### config.mk
export PLATFORM = sky130hd
export DESIGN_NAME = spm_rmw_pipe_adapter
export DESIGN_NICKNAME = d
export VERILOG_FILES = /design/src/rtl/spm_rmw_pipe_adapter.sv
export SDC_FILE = /design/constraint.sdc
export NUM_CORES = 1
export LEC_CHECK = 0
export BUFFER_PORTS_ARGS = -buffer_cell sky130_fd_sc_hd__buf_2
export CAP_MARGIN = 40
export CORE_MARGIN = 3
export CORE_UTILIZATION = 44
export CTS_CLUSTER_DIAMETER = 80
export DETAILED_ROUTE_END_ITERATION = 7
export GPL_TIMING_DRIVEN = 0
export PLACE_DENSITY = 0.83
export SLEW_MARGIN = 20
export SYNTH_ARGS = -nofsm -noshare
export SYNTH_HDL_FRONTEND = slang
export SYNTH_SLANG_ARGS = --single-unit
### constraint.sdc
create_clock -name clk_i -period 4.1 [get_ports clk_i]
set_clock_uncertainty 0.2 [all_clocks]
set_input_delay 0.205 -clock clk_i [delete_from_list [all_inputs] [get_ports clk_i]]
set_output_delay 0.205 -clock clk_i [all_outputs]
set_load 0.1 [all_outputs]
### src/rtl/spm_rmw_pipe_adapter.sv
// spm_rmw_pipe_adapter: turns strobed SPM writes into read-merge-write for a macro without byte
// enables; reads and full-word writes pass straight through with up to MaxOutstanding reads in flight.
module spm_rmw_pipe_adapter #(
    parameter int AddrWidth      = 32,
    parameter int DataWidth      = 32,
    parameter int StrbWidth      = DataWidth / 8,
    parameter int MaxOutstanding = 4,
    parameter bit BypassFullStrb = 1'b1
) (
    input  logic                 clk_i,
    input  logic                 rst_i,
    input  logic                 mem_valid_i,
    output logic                 mem_ready_o,
    input  logic [AddrWidth-1:0] mem_addr_i,
    input  logic [DataWidth-1:0] mem_wdata_i,
    input  logic [StrbWidth-1:0] mem_strb_i,
    input  logic                 mem_we_i,
    output logic                 mem_rvalid_o,
    output logic [DataWidth-1:0] mem_rdata_o,
    output logic                 mem_valid_o,
    input  logic                 mem_ready_i,
    output logic [AddrWidth-1:0] mem_addr_o,
    output logic [DataWidth-1:0] mem_wdata_o,
    output logic                 mem_we_o,
    input  logic                 mem_rvalid_i,
    input  logic [DataWidth-1:0] mem_rdata_i,
    output logic                 busy_o
);
    localparam int CntWidth = $clog2(MaxOutstanding + 1);

    typedef enum logic [1:0] {IDLE, RD_REQ, RD_WAIT, WR_REQ} state_e;

    state_e               state_q, state_d;
    logic [CntWidth-1:0]  cnt_q, cnt_d;
    logic [AddrWidth-1:0] addr_q, addr_d, addr_c;
    logic [DataWidth-1:0] wdata_q, wdata_d, wreg_q, wreg_d, wdata_c, merged;
    logic [StrbWidth-1:0] strb_q, strb_d;
    logic                 cnt_ok, passw, nullw, own_rsp, rd_hs;
    logic                 valid_c, ready_c, we_c;

    assign cnt_ok  = cnt_q < CntWidth'(MaxOutstanding);
    assign passw   = mem_we_i & (&mem_strb_i) & BypassFullStrb;
    assign nullw   = mem_we_i & ~(|mem_strb_i);
    // With one read left in flight while waiting, the next response is the RMW read itself.
    assign own_rsp = (state_q == RD_WAIT) && (cnt_q == CntWidth'(1));
    assign rd_hs   = valid_c & mem_ready_i & ~we_c;
    assign cnt_d   = cnt_q + CntWidth'(rd_hs) - CntWidth'(mem_rvalid_i);

    always_comb begin
        merged = '0;
        for (int i = 0; i < StrbWidth; i++)
            merged[8*i +: 8] = strb_q[i] ? wdata_q[8*i +: 8] : mem_rdata_i[8*i +: 8];
    end

    always_comb begin
        state_d = state_q;
        addr_d  = addr_q;
        wdata_d = wdata_q;
        strb_d  = strb_q;
        wreg_d  = wreg_q;
        valid_c = 1'b0;
        ready_c = 1'b0;
        we_c    = 1'b0;
        addr_c  = addr_q;
        wdata_c = wreg_q;
        case (state_q)
            IDLE: begin
                addr_c  = mem_addr_i;
                wdata_c = mem_wdata_i;
                we_c    = mem_we_i;
                if (!mem_we_i) begin
                    valid_c = mem_valid_i & cnt_ok;
                    ready_c = mem_ready_i & cnt_ok;
                end else if (passw) begin
                    valid_c = mem_valid_i;
                    ready_c = mem_ready_i;
                end else if (nullw) begin
                    ready_c = 1'b1;
                end else begin
                    ready_c = cnt_ok;
                    if (mem_valid_i && cnt_ok) begin
                        addr_d  = mem_addr_i;
                        wdata_d = mem_wdata_i;
                        strb_d  = mem_strb_i;
                        state_d = RD_REQ;
                    end
                end
            end
            RD_REQ: begin
                valid_c = 1'b1;
                if (mem_ready_i) state_d = RD_WAIT;
            end
            RD_WAIT: begin
                if (mem_rvalid_i && own_rsp) begin
                    wreg_d  = merged;
                    state_d = WR_REQ;
                end
            end
            WR_REQ: begin
                valid_c = 1'b1;
                we_c    = 1'b1;
                if (mem_ready_i) state_d = IDLE;
            end
            default: state_d = IDLE;
        endcase
    end

    always_ff @(posedge clk_i or posedge rst_i) begin
        if (rst_i) begin
            state_q <= IDLE;
            cnt_q   <= '0;
            addr_q  <= '0;
            wdata_q <= '0;
            strb_q  <= '0;
            wreg_q  <= '0;
        end else begin
            state_q <= state_d;
            cnt_q   <= cnt_d;
            addr_q  <= addr_d;
            wdata_q <= wdata_d;
            strb_q  <= strb_d;
            wreg_q  <= wreg_d;
        end
    end

    // Outputs are forced quiet for the whole reset pulse, not just after the next edge.
    assign mem_ready_o  = ~rst_i & ready_c;
    assign mem_valid_o  = ~rst_i & valid_c;
    assign mem_we_o     = ~rst_i & we_c;
    assign mem_addr_o   = rst_i ? '0 : addr_c;
    assign mem_wdata_o  = rst_i ? '0 : wdata_c;
    assign mem_rvalid_o = ~rst_i & mem_rvalid_i & ~own_rsp;
    assign mem_rdata_o  = rst_i ? '0 : mem_rdata_i;
    assign busy_o       = state_q != IDLE;

    rsp_without_read: assert property (@(posedge clk_i) disable iff (rst_i)
        mem_rvalid_i |-> cnt_q != '0);
endmodule
After elaboration in Yosys (flattened, before gate mapping)
Cells that the tools add are included.

word-level totals
  register bits = 105
  output and inout port bits = 101
  logic and storage cells = 73
  input port bits = 106

operators by class
  add/subtract/negate cells = 2
  $lt $le $gt $ge = 1
  bitwise logic cells = 17
  eq/ne operators = 11
  reduce and logical (&&, ||, !) cells = 11
  multiplexer cells = 25

operators with widths
  operator                                                                  count
  32-bit two-way mux                                                        5
  8-bit two-way mux                                                         4
  2-bit two-way mux                                                         7
  2-bit inequality test (second input constant)                             6
  1-bit bitwise AND                                                         11
  2-bit one-hot mux with 4 select lines                                     1
  7-bit AND reduction                                                       1
  1-bit two-way mux                                                         6
  1-bit inverter                                                            6
  5-bit AND reduction                                                       1
  2-bit equality test (second input constant)                               2
  1-bit one-hot mux with 2 select lines                                     2
  4-bit AND reduction                                                       1
  4-bit OR reduction                                                        1
  3-bit by 1-bit adder with 3-bit output                                    1
  3-bit by 1-bit equality test with 1-bit output (second input constant)    1
  1-bit logical AND                                                         3
  3-bit < comparator (second input constant)                                1
  3-bit by 1-bit subtractor with 3-bit output                               1
  2-bit by 1-bit equality test with 1-bit output (second input constant)    1
  2-bit logical NOT                                                         1
  2-bit by 1-bit inequality test with 1-bit output (second input constant)  1
  2-bit AND reduction                                                       1
  2-bit nonzero test                                                        1
  2-bit OR reduction                                                        1

Logic depth before layout (Yosys ltp)
Gate-level depths: netlist of run 1.

  depth after elaboration = 9
  mapped depth = 13
  depth with buffers taken out = 12

Least setup slack after synthesis of run 1
No wires, ideal clock.

  path type = flip-flop to output port
  start = register state_q[0]
  end = output mem_ready_o
  setup slack = -2.370 ns
  arrival time = 6.065 ns
  required time = 3.695 ns
  path buffers = 1
  stages on the path, launching flop included = 6
  path through = dfrtp_1 > inv_1 > ha_1 > clkbuf_1 > inv_1 > a2111oi_0

on the way
  cells in the longest elaborated chain, start to end = 3

RTL lines
  what                    line  source
  from (decl)             33    state_e state_q, state_d;
  from (signal assigned)  117   state_q <= state_d;
  2-bit logical NOT       66    case (state_q)
  1-bit two-way mux       66
  1-bit bitwise AND       127   assign mem_ready_o = ~rst_i & ready_c;
  to (decl)               13    output logic mem_ready_o,

No other way between the ends.

Final worst setup path of run 1
  start = register state_q[0]
  end = register cnt_q[2]

on the way
  cells in the longest elaborated chain, start to end = 7
  elaborated cells between the ends (all ways) = 11
  those cells by class = add/sub (2); eq/ne (2); mux (2); bitwise (3); reduce/logical (2)

RTL lines
  what                                                                                   line  source
  2-bit equality test or 2-bit by 1-bit equality test with 1-bit output (tied branches)  66
  2-bit OR reduction (no line)                                                           -
  1-bit one-hot mux with 2 select lines                                                  66
  1-bit bitwise AND                                                                      46    assign rd_hs = valid_c & mem_ready_i & ~we_c;
  1-bit bitwise AND *                                                                    46
  3-bit by 1-bit adder with 3-bit output *                                               47    assign cnt_d = cnt_q + CntWidth'(rd_hs) - CntWidth'(mem_rvalid_i);
  3-bit by 1-bit subtractor with 3-bit output *                                          47
  named net cnt_d[2]                                                                     34    logic [CntWidth-1:0] cnt_q, cnt_d;
  to (signal assigned)                                                                   118   cnt_q <= cnt_d;
  to (decl)                                                                              34

The timed path passes the listed nets; every way through them passes the cells marked *.
A chain may end at the register's enable or synchronous reset.

==> results_dict.tcl, run 1 <==
set metrics [dict create \
    status "finished, final reports clean" \
    grt_pass1_vias 5551 \
    relSlewSlack 0.423 \
    rsz0062_at_grt "false" \
    drtPass1Iterations 5 \
    rows 40 \
    core-area_sq_um 12300 \
    cts.reportedPaths.clkPinSlew_ns 0.07 \
    nets 937 \
    hold_viol 0 \
    reg2reg_from "state_q[0]" \
    r2r_setup_slack_ns 0.77 \
    crit_start "state_q[0]" \
    drt.antenna.violating_nets 0 \
    cp.required_ns 4.13 \
    fmax_ghz 0.300 \
    ys.flop_type "dfrtp_1" \
    setup_viol 0 \
    multiInputGateArea_sq_um 2820 \
    seq_area_frac_synth 0.465 \
    startpoint_type "flip-flop" \
    cts_buffer_depth 2 \
    min_period_ns 3.33 \
    crit_type "flip-flop to flip-flop" \
    fill_cells 901 \
    drc 0 \
    grt_pass1_wl_um 27700 \
    hold_class "primary input to flip-flop" \
    tns_ns 0 \
    post-route-period-util 0.813 \
    synthArstFlopShare 1.00 \
    irDropWorstVdd_v 0.000478 \
    overflow 0 \
    gp_congestion 0.816 \
    synthToLayoutAreaGrowth_pct 44.5 \
    root_buffer "clkbuf_16" \
    drt_iter0_drc 304 \
    crit_fanout 7 \
    power.density_nw_per_um2 774 \
    via_per_inst 5.15 \
    dieArea_sq_um 14200 \
    htreeDepth 3 \
    postCtsSetupBuffers 0 \
    worst_setup_path_end_kind "flip-flop" \
    seqCellArea_sq_um 2630 \
    syn_nets 623 \
    cts_tree "yes" \
    tightest_slew_ns 0.865 \
    grt_max_degree 60 \
    timing.final.ws_setup_ns 0.766 \
    netlist_instances 510 \
    num_vias 5134 \
    report.final.slew_viol_count 0 \
    post-place-ws_ns 0.814 \
    drv_cap 0 \
    synth_enable_flop_cells 0 \
    die_x_um 119 \
    cellLeakagePower_nw 4.03 \
    fin_util 0.666 \
    worstHoldStart "mem_rdata_i[23]" \
    grt_antenna_before_repair 0 \
    mostFrequentLayoutCells "216 x buf_2, 105 x dfrtp_1, 97 x dlygate4sd3_1" \
    layout_commonest_cell "buf_2" \
    grt_usage 0.243 \
    die_h_um 119 \
    clock_sinks 105 \
    place.port_buffers 205 \
    syn_avg_cell_area_sq_um 11.1 \
    arrival_ns 3.36 \
    synth.ff_latch_count 105 \
    synth_cell_type_count 33 \
    drive_gt1_frac 0.370 \
    hpwl_um 11000 \
    syn_area_sq_um 5650 \
    clk_latency_ns 0.34 \
    numCtsBuffers 9 \
    start_util 0.461 \
    wl_per_cell_um 17.5 \
    yosysWarnings 0 \
    pin_count 207 \
    wl_um 17500 \
]
## repair_timing
item	4_1_cts	5_1_grt
gates resized for setup	0	0
hold buffers	96	1
endpoints found under the hold margin	96	1
## metrics by stage
stage / instances / cell area (sq um) / hold slack [ns] / power [mW]
2_1_floorplan: 510 / 5650 / 0.153 / 4.79
3_3_place_gp: 883 / 6890 / 0.252 / 5.32
3_5_place_dp: 884 / 6920 / 0.256 / 5.41
4_1_cts: 995 / 8150 / 0.000958 / 6.29
5_1_grt: 996 / 8160 / 0.0288 / 6.61
6_report: 997 / 8160 / 0.0184 / 6.31
## final cells by class
class	count	area share
well taps	168	0.0258
inverters	9	0.00475
diodes	1	0.000307
clock buffers	11	0.0285
repair buffers	303	0.248
clock inverters	4	0.00383
flip-flops and latches	105	0.322
plain buffers	36	0.0210
multi-input cells	360	0.346
## worst max-delay path, stage by stage, from the launching register on
cell       delay [ns]
dfrtp_1          0.41
inv_1            0.09
ha_1             0.14
clkbuf_1         0.24
inv_1            0.14
a2111oi_0        0.35
o31ai_1          0.14
or2_2            0.32
ha_1             0.27
inv_1            0.04
ha_1             0.19
fa_1             0.38
xor2_1           0.18
xnor2_1          0.13
## per-layer routing
| metal | GRT usage | routed length [um] |
|---|---|---|
| met1 | 0.284 | 6990 |
| met2 | 0.438 | 9050 |
| met3 | 0.0508 | 1030 |
| met4 | 0.0895 | 424 |
| met5 | 0 | 0 |
## registers in the layout, indices dropped and copies added, names as in the netlist
name,cells
addr_q,32
cnt_q,3
state_q,2
strb_q,4
wdata_q,32
wreg_q,32
## Yosys cell counts (all sizes together) (2+ instances only)
library cell  count  area, sq um
nor2b            33          206
nor2             67          251
o21ai            33          165
nand2            35          131
clkbuf           17         63.8
dfrtp           105         2630
buf              19          108
mux2i            96          961
a21oi             2         10.0
inv               9         33.8
a2111oi           2         17.5
mux2             69          852
ha                6         75.1
## where the power goes
group	internal [mW]	switching, mW
clock network	0.411	0.383
registers	1.49	0.255
logic	1.13	2.64
total	3.03	3.28
## path summary, 6_finish.rpt
check,to,cells past startpoint
max in group asynchronous,wdata_q[0],4
min in group asynchronous,wdata_q[25],3
hold / removal,wreg_q[23],3
setup / recovery,cnt_q[2],13
hold reg to reg,wreg_q[0],2
setup reg to reg,cnt_q[2],13
## logic make-up after synthesis
| kind of cell | count (synthesis) | share of synthesized area |
|---|---|---|
| buffers and inverters | 45 | 0.0363 |
| AO/OA/AOI/OAI | 42 | 0.0410 |
| AND/OR/NAND/NOR | 144 | 0.117 |
| adder cells (fa/ha/maj) | 7 | 0.0168 |
| XOR/XNOR | 2 | 0.00310 |
| flip-flops | 105 | 0.465 |
| multiplexers | 165 | 0.321 |
Power figures use the tool's default switching activity.
==> inputs of run 2 (changes only) <==
--- a/config.mk
+++ b/config.mk
@@ -12,7 +12,7 @@
 export CTS_CLUSTER_DIAMETER = 80
 export DETAILED_ROUTE_END_ITERATION = 7
 export GPL_TIMING_DRIVEN = 0
-export PLACE_DENSITY = 0.83
+export PLACE_DENSITY = 0.86
 export SLEW_MARGIN = 20
 export SYNTH_ARGS = -nofsm -noshare
 export SYNTH_HDL_FRONTEND = slang
==> constraint.sdc (replaced) <==
create_clock -name clk_i -period 2.9 [get_ports clk_i]
set_clock_uncertainty 0.2 [all_clocks]
set_input_delay 0.145 -clock clk_i [delete_from_list [all_inputs] [get_ports clk_i]]
set_output_delay 0.145 -clock clk_i [all_outputs]
set_load 0.1 [all_outputs]
==> run 2 against run 1 <==
Net effect:
- first-iteration DRC count decreased by 13%
- clock power grew 63%
- core utilization is 3.8 points higher
- wire length is 1.9% higher
- via count is 0.51% higher
- critical endpoint unchanged
- largest power group unchanged
==> results_dict.tcl, run 2 (synthesis gave the netlist of run 1 again) <==
set metrics [dict create \
    crit_fanout 3 \
    drv_cap 0 \
    relSlewSlack 0.477 \
    setup_viol 0 \
    drt.antenna.violating_nets 0 \
    cts_buffer_depth 2 \
    grt_antenna_before_repair 0 \
    fin_cells 1009 \
    startpoint_type "primary input" \
    wl_per_cell_um 17.7 \
    irDropWorstVdd_v 0.000775 \
    root_buffer "clkbuf_16" \
    drtPass1Iterations 4 \
    cellLeakagePower_nw 4.15 \
    drc 0 \
    path_depth 11 \
    die_h_um 119 \
    grt_usage 0.254 \
    cpMostUsedCell "ha_4" \
    reg2reg_from "state_q[0]" \
    status "finished, final reports clean" \
    cts.reportedPaths.clkPinSlew_ns 0.07 \
    htreeDepth 3 \
    numCtsBuffers 9 \
    crit_chain "dlygate4sd3_1, nand4_1, a2111oi_4, o31ai_2, or2_4, ha_4, inv_2, ha_4, fa_2, xor2_1, xnor2_1" \
    core-area_sq_um 12300 \
    hold_class "primary input to flip-flop" \
    tightest_slew_ns 0.785 \
    cts_tree "yes" \
    dieArea_sq_um 14200 \
    wl_um 17800 \
    critPathBufInv 2 \
    tns_ns 0 \
    cp_top_family "adder cells" \
    hold_viol 0 \
    fmax_ghz 0.357 \
    clock_sinks 105 \
    clk_latency_ns 0.35 \
    min_period_ns 2.80 \
    slowest_stage "dlygate4sd3_1" \
    cp.required_ns 2.93 \
    hpwl_um 11100 \
    place.port_buffers 205 \
    gp_congestion 0.882 \
    report.final.slew_viol_count 0 \
    grt_pass1_vias 5644 \
    crit_path_end "cnt_q[2]" \
    post-route-period-util 0.966 \
    rows 40 \
    total_power_mw 9.47 \
    r2r_end "cnt_q[2]" \
    diodes 0 \
    power.density_nw_per_um2 1100 \
    worst_setup_path_end_kind "flip-flop" \
    overflow 0 \
    slowest_delay_ns 0.61 \
    grt_max_degree 28 \
    drt_iter0_drc 266 \
    die_x_um 119 \
    layout_commonest_cell "buf_2" \
    r2r_setup_slack_ns 0.11 \
    grt_pass1_wl_um 28900 \
    synthToLayoutAreaGrowth_pct 52.8 \
    start_util 0.461 \
    fill_cells 852 \
    crit_start "mem_strb_i[3]" \
    via_per_inst 5.11 \
    pin_count 207 \
    arrival_ns 2.83 \
    mostFrequentLayoutCells "200 x buf_2, 105 x dfrtp_1, 99 x dlygate4sd3_1" \
    crit_type "primary input to flip-flop" \
    dp.cells 887 \
    rr_worst_depth 13 \
    nets 949 \
    largest_registers "addr_q x32, wdata_q x32, wreg_q x32" \
    num_vias 5160 \
    drive_gt1_frac 0.452 \
]
==> run 2: layout make-up <==
cell class,instances,area (sq um),share of cell area
clock buffer,12,267,0.0309
inverter,9,41.3,0.00478
timing repair buffer,315,2220,0.257
tap,168,210,0.0244
buffer,36,185,0.0215
sequential,105,2630,0.304
clock inverter,4,50.0,0.00580
multi-input combinational,360,3040,0.352
==> run 2: how the worst min path moves through the flow <==
stage                        endpoint  cells after the start             from
final                       strb_q[0]                      3    mem_strb_i[0]
after global routing        strb_q[0]                      3    mem_strb_i[0]
after CTS                    cnt_q[0]                      4     mem_rvalid_i
after detailed placement  wdata_q[17]                      2  mem_wdata_i[17]
after global placement     addr_q[11]                      2   mem_addr_i[11]
after floorplan            addr_q[12]                      1   mem_addr_i[12]
==> run 2: routing by layer <==
metal  up-vias  track usage  share of wire
met2       197        0.448           0.52
li1       2399            -              -
met5         -            0              0
met1      2532        0.303           0.41
met4         0       0.0845          0.019
met3        32       0.0608          0.057
==> run 2: power by group <==
group | leakage [nW] | internal, mW | switching [mW]
clock | 0.151 | 0.739 | 0.551
combinational | 2.68 | 1.81 | 3.89
sequential | 1.32 | 2.11 | 0.371
total | 4.15 | 4.66 | 4.81
==> run 2: repair_timing <==
action / in CTS / in global routing
resized for setup: 4 / 18
setup buffers: 4 / 4
endpoints found under the setup margin: 16 / 51
hold endpoints to repair: 100 / 1
hold buffers: 100 / 1
pin swaps: 2 / 5
==> run 2: worst reg2reg max path: cells and delay by family (launching register included) <==
| kind | cells | cell delay (ns) |
|---|---|---|
| XOR/XNOR | 2 | 0.30 |
| buffers and inverters | 4 | 0.34 |
| flip-flops | 1 | 0.40 |
| adder cells (fa/ha/maj) | 4 | 0.87 |
| AO/OA/AOI/OAI | 2 | 0.33 |
| AND/OR/NAND/NOR | 1 | 0.24 |
==> run 2: metrics by stage <==
step / utilization / hold WS (ns) / area, sq um / setup slack, ns
after floorplan: - / 0.0930 / 5860 / -0.503
after global placement: 0.579 / 0.191 / 7090 / -0.279
after detailed placement: 0.586 / 0.197 / 7190 / -0.185
after CTS: 0.698 / 0.100 / 8550 / 0.00797
after global routing: 0.704 / 0.0720 / 8630 / -0.00439
final: 0.704 / 0.0949 / 8630 / 0.0993
